## src/rtl/pg_power_policy_if.sv

```systemverilog
// Policy <-> system/controller signal bundle for the power-policy sequencer.
// master: the policy block (drives requests and status).
// slave: the environment (system wake/activity plus the gating controller).
interface pg_power_policy_if;
    logic       wake_req;
    logic       block_busy;
    logic       sleep_allow;
    logic       power_on_ack;
    logic       power_off_ack;
    logic       err_clr;
    logic       power_on_req;
    logic       power_off_req;
    logic       domain_ready;
    logic       wake_pending;
    logic       pwr_err;
    logic [1:0] pg_state;

    modport master (
        input  wake_req, block_busy, sleep_allow, power_on_ack, power_off_ack, err_clr,
        output power_on_req, power_off_req, domain_ready, wake_pending, pwr_err, pg_state
    );

    modport slave (
        output wake_req, block_busy, sleep_allow, power_on_ack, power_off_ack, err_clr,
        input  power_on_req, power_off_req, domain_ready, wake_pending, pwr_err, pg_state
    );
endinterface

```

## src/rtl/pg_power_policy.sv

```systemverilog
// Power-policy sequencer: decides when the gated domain is powered, drives the
// gating controller's on/off request handshake, watches both handshakes for
// timeouts and queues wakes that arrive while a power-down is in progress.
// All outputs come straight from flops (next values decoded from next state).
module pg_power_policy #(
    parameter int unsigned IDLE_TIMEOUT = 16,
    parameter int unsigned ACK_TIMEOUT  = 64,
    parameter int unsigned CNT_W        = 8
) (
    input  logic              clk,
    input  logic              rst_n,
    pg_power_policy_if.master pif
);
    typedef enum logic [1:0] {
        S_OFF     = 2'd0,
        S_REQ_ON  = 2'd1,
        S_ON      = 2'd2,
        S_REQ_OFF = 2'd3
    } state_e;

    localparam logic [CNT_W-1:0] IDLE_LAST = CNT_W'(IDLE_TIMEOUT - 1);
    localparam logic [CNT_W-1:0] ACK_LAST  = CNT_W'(ACK_TIMEOUT - 1);
    localparam logic [CNT_W-1:0] CNT_MAX   = '1;

    state_e           state_q, state_d;
    logic [CNT_W-1:0] idle_cnt_q, idle_cnt_d;
    logic [CNT_W-1:0] ack_cnt_q, ack_cnt_d;
    logic             on_req_q, on_req_d;
    logic             off_req_q, off_req_d;
    logic             ready_q, ready_d;
    logic             wake_pend_q, wake_pend_d;
    logic             err_q, err_d;
    logic             idle;
    logic             in_req;
    logic             err_set;

    assign idle    = pif.sleep_allow & ~pif.wake_req & ~pif.block_busy;
    assign in_req  = (state_q == S_REQ_ON) || (state_q == S_REQ_OFF);
    // Fires once, on the edge where the wait reaches ACK_TIMEOUT cycles; the
    // counter then runs on past ACK_LAST so a later err_clr sticks.
    assign err_set = in_req && (ack_cnt_q == ACK_LAST);

    // Next-state, counters, queued wake, sticky error and next output values.
    always_comb begin
        state_d     = state_q;
        idle_cnt_d  = '0;
        ack_cnt_d   = ack_cnt_q;
        wake_pend_d = wake_pend_q;
        err_d       = err_q;

        case (state_q)
            S_OFF: begin
                if (pif.wake_req || wake_pend_q) state_d = S_REQ_ON;
            end
            S_REQ_ON: begin
                if (pif.power_on_ack) state_d = S_ON;
            end
            S_ON: begin
                if (idle) begin
                    if (idle_cnt_q == IDLE_LAST) state_d = S_REQ_OFF;
                    idle_cnt_d = (idle_cnt_q == CNT_MAX) ? idle_cnt_q : idle_cnt_q + 1'b1;
                end
            end
            S_REQ_OFF: begin
                // A power-down is never withdrawn; a wake is queued instead.
                if (pif.wake_req)      wake_pend_d = 1'b1;
                if (pif.power_off_ack) state_d     = S_OFF;
            end
            default: state_d = S_OFF;
        endcase

        if ((state_d != state_q) && ((state_d == S_REQ_ON) || (state_d == S_REQ_OFF)))
            ack_cnt_d = '0;
        else if (in_req && (ack_cnt_q != CNT_MAX))
            ack_cnt_d = ack_cnt_q + 1'b1;

        if (state_d == S_REQ_ON) wake_pend_d = 1'b0;

        if (err_set)          err_d = 1'b1;
        else if (pif.err_clr) err_d = 1'b0;

        on_req_d  = (state_d == S_REQ_ON);
        off_req_d = (state_d == S_REQ_OFF);
        ready_d   = (state_d == S_ON);
    end

    // State, counters and registered outputs; reset drops every request at once.
    always_ff @(posedge clk or negedge rst_n) begin
        if (!rst_n) begin
            state_q     <= S_OFF;
            idle_cnt_q  <= '0;
            ack_cnt_q   <= '0;
            on_req_q    <= 1'b0;
            off_req_q   <= 1'b0;
            ready_q     <= 1'b0;
            wake_pend_q <= 1'b0;
            err_q       <= 1'b0;
        end else begin
            state_q     <= state_d;
            idle_cnt_q  <= idle_cnt_d;
            ack_cnt_q   <= ack_cnt_d;
            on_req_q    <= on_req_d;
            off_req_q   <= off_req_d;
            ready_q     <= ready_d;
            wake_pend_q <= wake_pend_d;
            err_q       <= err_d;
        end
    end

    assign pif.power_on_req  = on_req_q;
    assign pif.power_off_req = off_req_q;
    assign pif.domain_ready  = ready_q;
    assign pif.wake_pending  = wake_pend_q;
    assign pif.pwr_err       = err_q;
    assign pif.pg_state      = state_q;
endmodule

```

## src/flat_wrapper.sv

```systemverilog
// flat-port wrapper written by rule: the top's interface ports become plain ports
module pg_power_policy_flat 
#(
    parameter int unsigned IDLE_TIMEOUT = 16,
    parameter int unsigned ACK_TIMEOUT  = 64,
    parameter int unsigned CNT_W        = 8
)
  (clk, rst_n, pif_wake_req, pif_block_busy, pif_sleep_allow, pif_power_on_ack, pif_power_off_ack, pif_err_clr, pif_power_on_req, pif_power_off_req, pif_domain_ready, pif_wake_pending, pif_pwr_err, pif_pg_state);
  pg_power_policy_if pif_i ();
  input  logic clk;
  input  logic rst_n;
  input wire logic [$bits(pif_i.wake_req)-1:0] pif_wake_req;
  input wire logic [$bits(pif_i.block_busy)-1:0] pif_block_busy;
  input wire logic [$bits(pif_i.sleep_allow)-1:0] pif_sleep_allow;
  input wire logic [$bits(pif_i.power_on_ack)-1:0] pif_power_on_ack;
  input wire logic [$bits(pif_i.power_off_ack)-1:0] pif_power_off_ack;
  input wire logic [$bits(pif_i.err_clr)-1:0] pif_err_clr;
  output wire logic [$bits(pif_i.power_on_req)-1:0] pif_power_on_req;
  output wire logic [$bits(pif_i.power_off_req)-1:0] pif_power_off_req;
  output wire logic [$bits(pif_i.domain_ready)-1:0] pif_domain_ready;
  output wire logic [$bits(pif_i.wake_pending)-1:0] pif_wake_pending;
  output wire logic [$bits(pif_i.pwr_err)-1:0] pif_pwr_err;
  output wire logic [$bits(pif_i.pg_state)-1:0] pif_pg_state;
  assign pif_i.wake_req = pif_wake_req;
  assign pif_i.block_busy = pif_block_busy;
  assign pif_i.sleep_allow = pif_sleep_allow;
  assign pif_i.power_on_ack = pif_power_on_ack;
  assign pif_i.power_off_ack = pif_power_off_ack;
  assign pif_i.err_clr = pif_err_clr;
  assign pif_power_on_req = pif_i.power_on_req;
  assign pif_power_off_req = pif_i.power_off_req;
  assign pif_domain_ready = pif_i.domain_ready;
  assign pif_wake_pending = pif_i.wake_pending;
  assign pif_pwr_err = pif_i.pwr_err;
  assign pif_pg_state = pif_i.pg_state;
  pg_power_policy #(.IDLE_TIMEOUT(IDLE_TIMEOUT), .ACK_TIMEOUT(ACK_TIMEOUT), .CNT_W(CNT_W)) u_core (.clk(clk), .rst_n(rst_n), .pif(pif_i));
endmodule
```

## config.mk

```make
export PLATFORM = sky130hd
export DESIGN_NAME = pg_power_policy_flat
export DESIGN_NICKNAME = d
export VERILOG_FILES = /design/src/rtl/pg_power_policy_if.sv /design/src/rtl/pg_power_policy.sv /design/src/flat_wrapper.sv
export SDC_FILE = /design/constraint.sdc
export NUM_CORES = 1
export LEC_CHECK = 0
export CAP_MARGIN = 20
export CORE_MARGIN = 2
export CORE_UTILIZATION = 48
export CTS_BUF_LIST = sky130_fd_sc_hd__clkbuf_4 sky130_fd_sc_hd__clkbuf_8 sky130_fd_sc_hd__clkbuf_16
export CTS_CLUSTER_DIAMETER = 150
export CTS_CLUSTER_SIZE = 16
export DETAILED_ROUTE_END_ITERATION = 10
export PLACE_DENSITY = 0.73
export SKIP_CTS_REPAIR_TIMING = 1
export SYNTH_ARGS = -nofsm -noshare
export SYNTH_HDL_FRONTEND = slang
export SYNTH_SLANG_ARGS = --single-unit
```

## constraint.sdc

```tcl
create_clock -name clk -period 1.34 [get_ports clk]
set_input_delay 0.268 -clock clk [delete_from_list [all_inputs] [get_ports clk]]
set_output_delay 0.268 -clock clk [all_outputs]
set_load 0.03 [all_outputs]
```

==> reports/results.txt <==
Pwr Density: 1400 nW/um^2
Reg2reg start: u_core.idle_cnt_q[0]$_DFFE_PN0P_
Largest family of logic cells by synthesized area: simple AND/OR/NAND/NOR gates
Mapped Cells: 115
Clock Path Buffers: 2
CTS tree: built
Chain of cells forming the critical path: clkdlybuf4s50_1 -> nor4b_4 -> nand4_2 -> a21oi_4 -> nor2_1
Sink Count: 23
Placer Congestion: 0.764
Ys async rst share: 100%
Worst slew pin tran: 337 ps
Min-delay worst type: primary input to asynchronous set/reset pin
CTS Buf Count: 3
Unrepaired setup endpoints after global routing: yes
Vias in the first global route: 1,037
Reg2reg path depth: 5
Via density: 5.52
Status: finished, violations left
Antenna viol nets, final: 0
Leak Pwr: 0.771 nW
CP startpoint kind: primary input
Clock skew: 10.4 ps
Layout Cells excl Fill: 187
Final-report setup violation count: 14
# nets final: 168
Detailed Place HPWL: 1970 um
Number of synthesis warnings: 0
Largest net degree at the start of global routing: 24
Required time worst endpoint: 1540 ps
Final Power: 0.00239 W
Seq pwr share: 39.4%
Area grow syn2layout: 42.5%
Fmax: 693 MHz
Critical path arrival: 1640 ps
Yosys reg bits: 23
Core ar.: 2410 um^2
# placed instances: 181
H-tree depth: 1
Ant diodes: 0
Die Area: 2900 um^2
Clk Latency, worst-skew pair: 300 ps
DR WL/cell: 14.1 um
CP endpoint kind: register
CTS clk-pin slew, worst paths: 130 ps
Cell row count: 18
DP Worst Slack: -483 ps
Router iterations before antenna repair: 4
# Max-Cap Violations: 0
Primary FF master, synth: dfrtp_1
Net Sw Frac: 37.9%
Synth Area per Inst: 10.4 um^2
Pins over their slew limit: 0
Global-route wire length before repair: 4340 um
Adder-cell share of the synthesized area: 2.10%
Post-synth EDFFs: 0
Fin crit period: 1440 ps
Setup ws final: -102 ps
Synth Area in Simple Gates: 24.6%
Slew margin rel.: 77.5%
Xor-xnor portion of the synthesized cell area: 5.87%
Root Driver: clkbuf_4
Seq/Total Area, Yosys: 48.2%
Share of layout cells above drive strength 1: 38.2%
Period utilization: 108%
Compound-cell area share of the yosys netlist: 14.9%
Vias: 1,033
Reg2Reg Capture Point: u_core.idle_cnt_q[6]$_DFFE_PN0P_
Crit-path slowest cell: clkdlybuf4s50_1
Int Pwr: 0.00148 W
Initial Util: 49.5%
Antenna violations before repair: 0
Grt ovf: 0
Remaining DRCs: 0
Crit-path max FO: 8
Clock power frac: 13.7%
Die H: 53.9 um
Chip Width: 53.9 um
Combinational Power Share: 46.9%
Reg-to-reg setup timing slack: -90 ps
Netlist Area Pre-Place: 1190 um^2
Worst path max stage delay: 460 ps
Synth cell types: 41
Ports: 15
Global Route Usage Sum: 21.0%
Mapped Nets: 125
PortBufs: 14
Net Sw Power: 0.000904 W
Failing checks: negative setup slack
Critical path class: primary input to register
Drt initial violations: 11
Detailed Route WL: 2650 um
Worst IR drop on VDD: 1.13 mV
Post-synthesis mux area share: 1.68%
Fin. Hold Viols: 0
Util after Layout: 70.6%
through the flow:
| stage | TNS, ps | area, um^2 | hold slack, ps |
|---|---|---|---|
| 3_3_place_gp | -6090 | 1570 | 513 |
| 3_5_place_dp | -7740 | 1570 | 526 |
| 4_1_cts | -2640 | 1600 | 314 |
| 6_report | -893 | 1700 | 301 |
| 2_1_floorplan | -307 | 1230 | -27.6 |
| 5_1_grt | -1920 | 1700 | 338 |
synthesized netlist by cell type, types with 2 or more instances:
| master | number | area share, % |
|---|---|---|
| xor2_1 | 6 | 4.4 |
| ha_1 | 2 | 2.1 |
| a31oi_1 | 3 | 1.6 |
| inv_1 | 4 | 1.3 |
| nor3b_1 | 2 | 1.3 |
| and3_1 | 2 | 1.0 |
| nor3_1 | 4 | 1.7 |
| nand3_1 | 6 | 2.5 |
| xnor2_1 | 2 | 1.5 |
| a21o_1 | 2 | 1.3 |
| nor2_1 | 13 | 4.1 |
| mux2i_1 | 2 | 1.7 |
| nand4_1 | 3 | 1.6 |
| nand2_1 | 9 | 2.8 |
| a21oi_1 | 4 | 1.7 |
| o21ai_0 | 4 | 1.7 |
| dfrtp_1 | 23 | 48 |
state kept, by name (all words and copies together) (netlist names):
name                      cells
u_core.pif.power_on_req       1
u_core.ack_cnt_q              8
u_core.idle_cnt_q             8
u_core.pif.domain_ready       1
u_core.pif.power_off_req      1
u_core.pif.pg_state           2
u_core.pif.wake_pending       1
u_core.pif.pwr_err            1
layout by cell type, fill, tap and decap left out, types with 3 or more instances in the layout:
cell,count
nor3_1,3
xor2_1,6
nand2_1,8
dfrtp_1,20
clkbuf_4,4
nand3_1,4
nor2_1,12
buf_4,27
nand4_1,3
clkdlybuf4s50_1,7
inv_1,4
dfrtp_2,3
a21oi_1,3
dlymetal6s2s_1,4
worst max-delay path, delay by kind of cell:
kind / cells / cell delay [ps]
compound gates: 1 / 290
buf+inv: 1 / 460
simple gates: 3 / 610
worst max path at each step:
stage                                                 from                               end  slack [ps]  depth (start not counted)
after CTS                   u_core.pif.pwr_err$_DFFE_PN0P_                       pif_pwr_err        -270                          1
after floorplan           u_core.pif.pg_state[0]$_DFF_PN0_   u_core.ack_cnt_q[5]$_DFFE_PN0P_         -40                          4
after global routing      u_core.idle_cnt_q[0]$_DFFE_PN0P_  u_core.idle_cnt_q[6]$_DFFE_PN0P_        -170                          5
after detailed placement                    pif_block_busy   u_core.ack_cnt_q[4]$_DFFE_PN0P_        -480                          5
after global placement                      pif_block_busy   u_core.ack_cnt_q[5]$_DFFE_PN0P_        -370                          5
final                                       pif_block_busy   u_core.ack_cnt_q[7]$_DFFE_PN0P_        -100                          5
power by group through the flow:
stage                     Sequential, W  Combinational [W]  Clock [W]
after floorplan                 0.00110           0.000495          0
after global placement         0.000951            0.00108          0
after detailed placement       0.000956            0.00111          0
after CTS                      0.000942            0.00112   0.000338
after global routing           0.000955            0.00123   0.000372
final                          0.000940            0.00112   0.000328
kinds of logic after synthesis:
family	after synthesis
mux	2
buf+inv	6
compound gates	24
xor+xnor	8
flops	23
fa+ha+maj	2
simple gates	50
cell type report:
type | instances | area, um^2
fillers | 173 | 709
multi-input cells | 86 | 684
well taps | 30 | 37.5
flip-flops and latches | 23 | 579
inverters | 4 | 15.0
clock buffers | 4 | 30.0
repair buffers | 40 | 354
per-layer routing:
layer  vias up  GRT usage, %  share of wire [%]
met2        15          36.8                 51
met4         0          8.97                1.3
li1        502             -                  -
met1       512          25.8                 44
met3         4          2.78                3.1
met5         -             0                  0
Power figures use the tool's default switching activity.
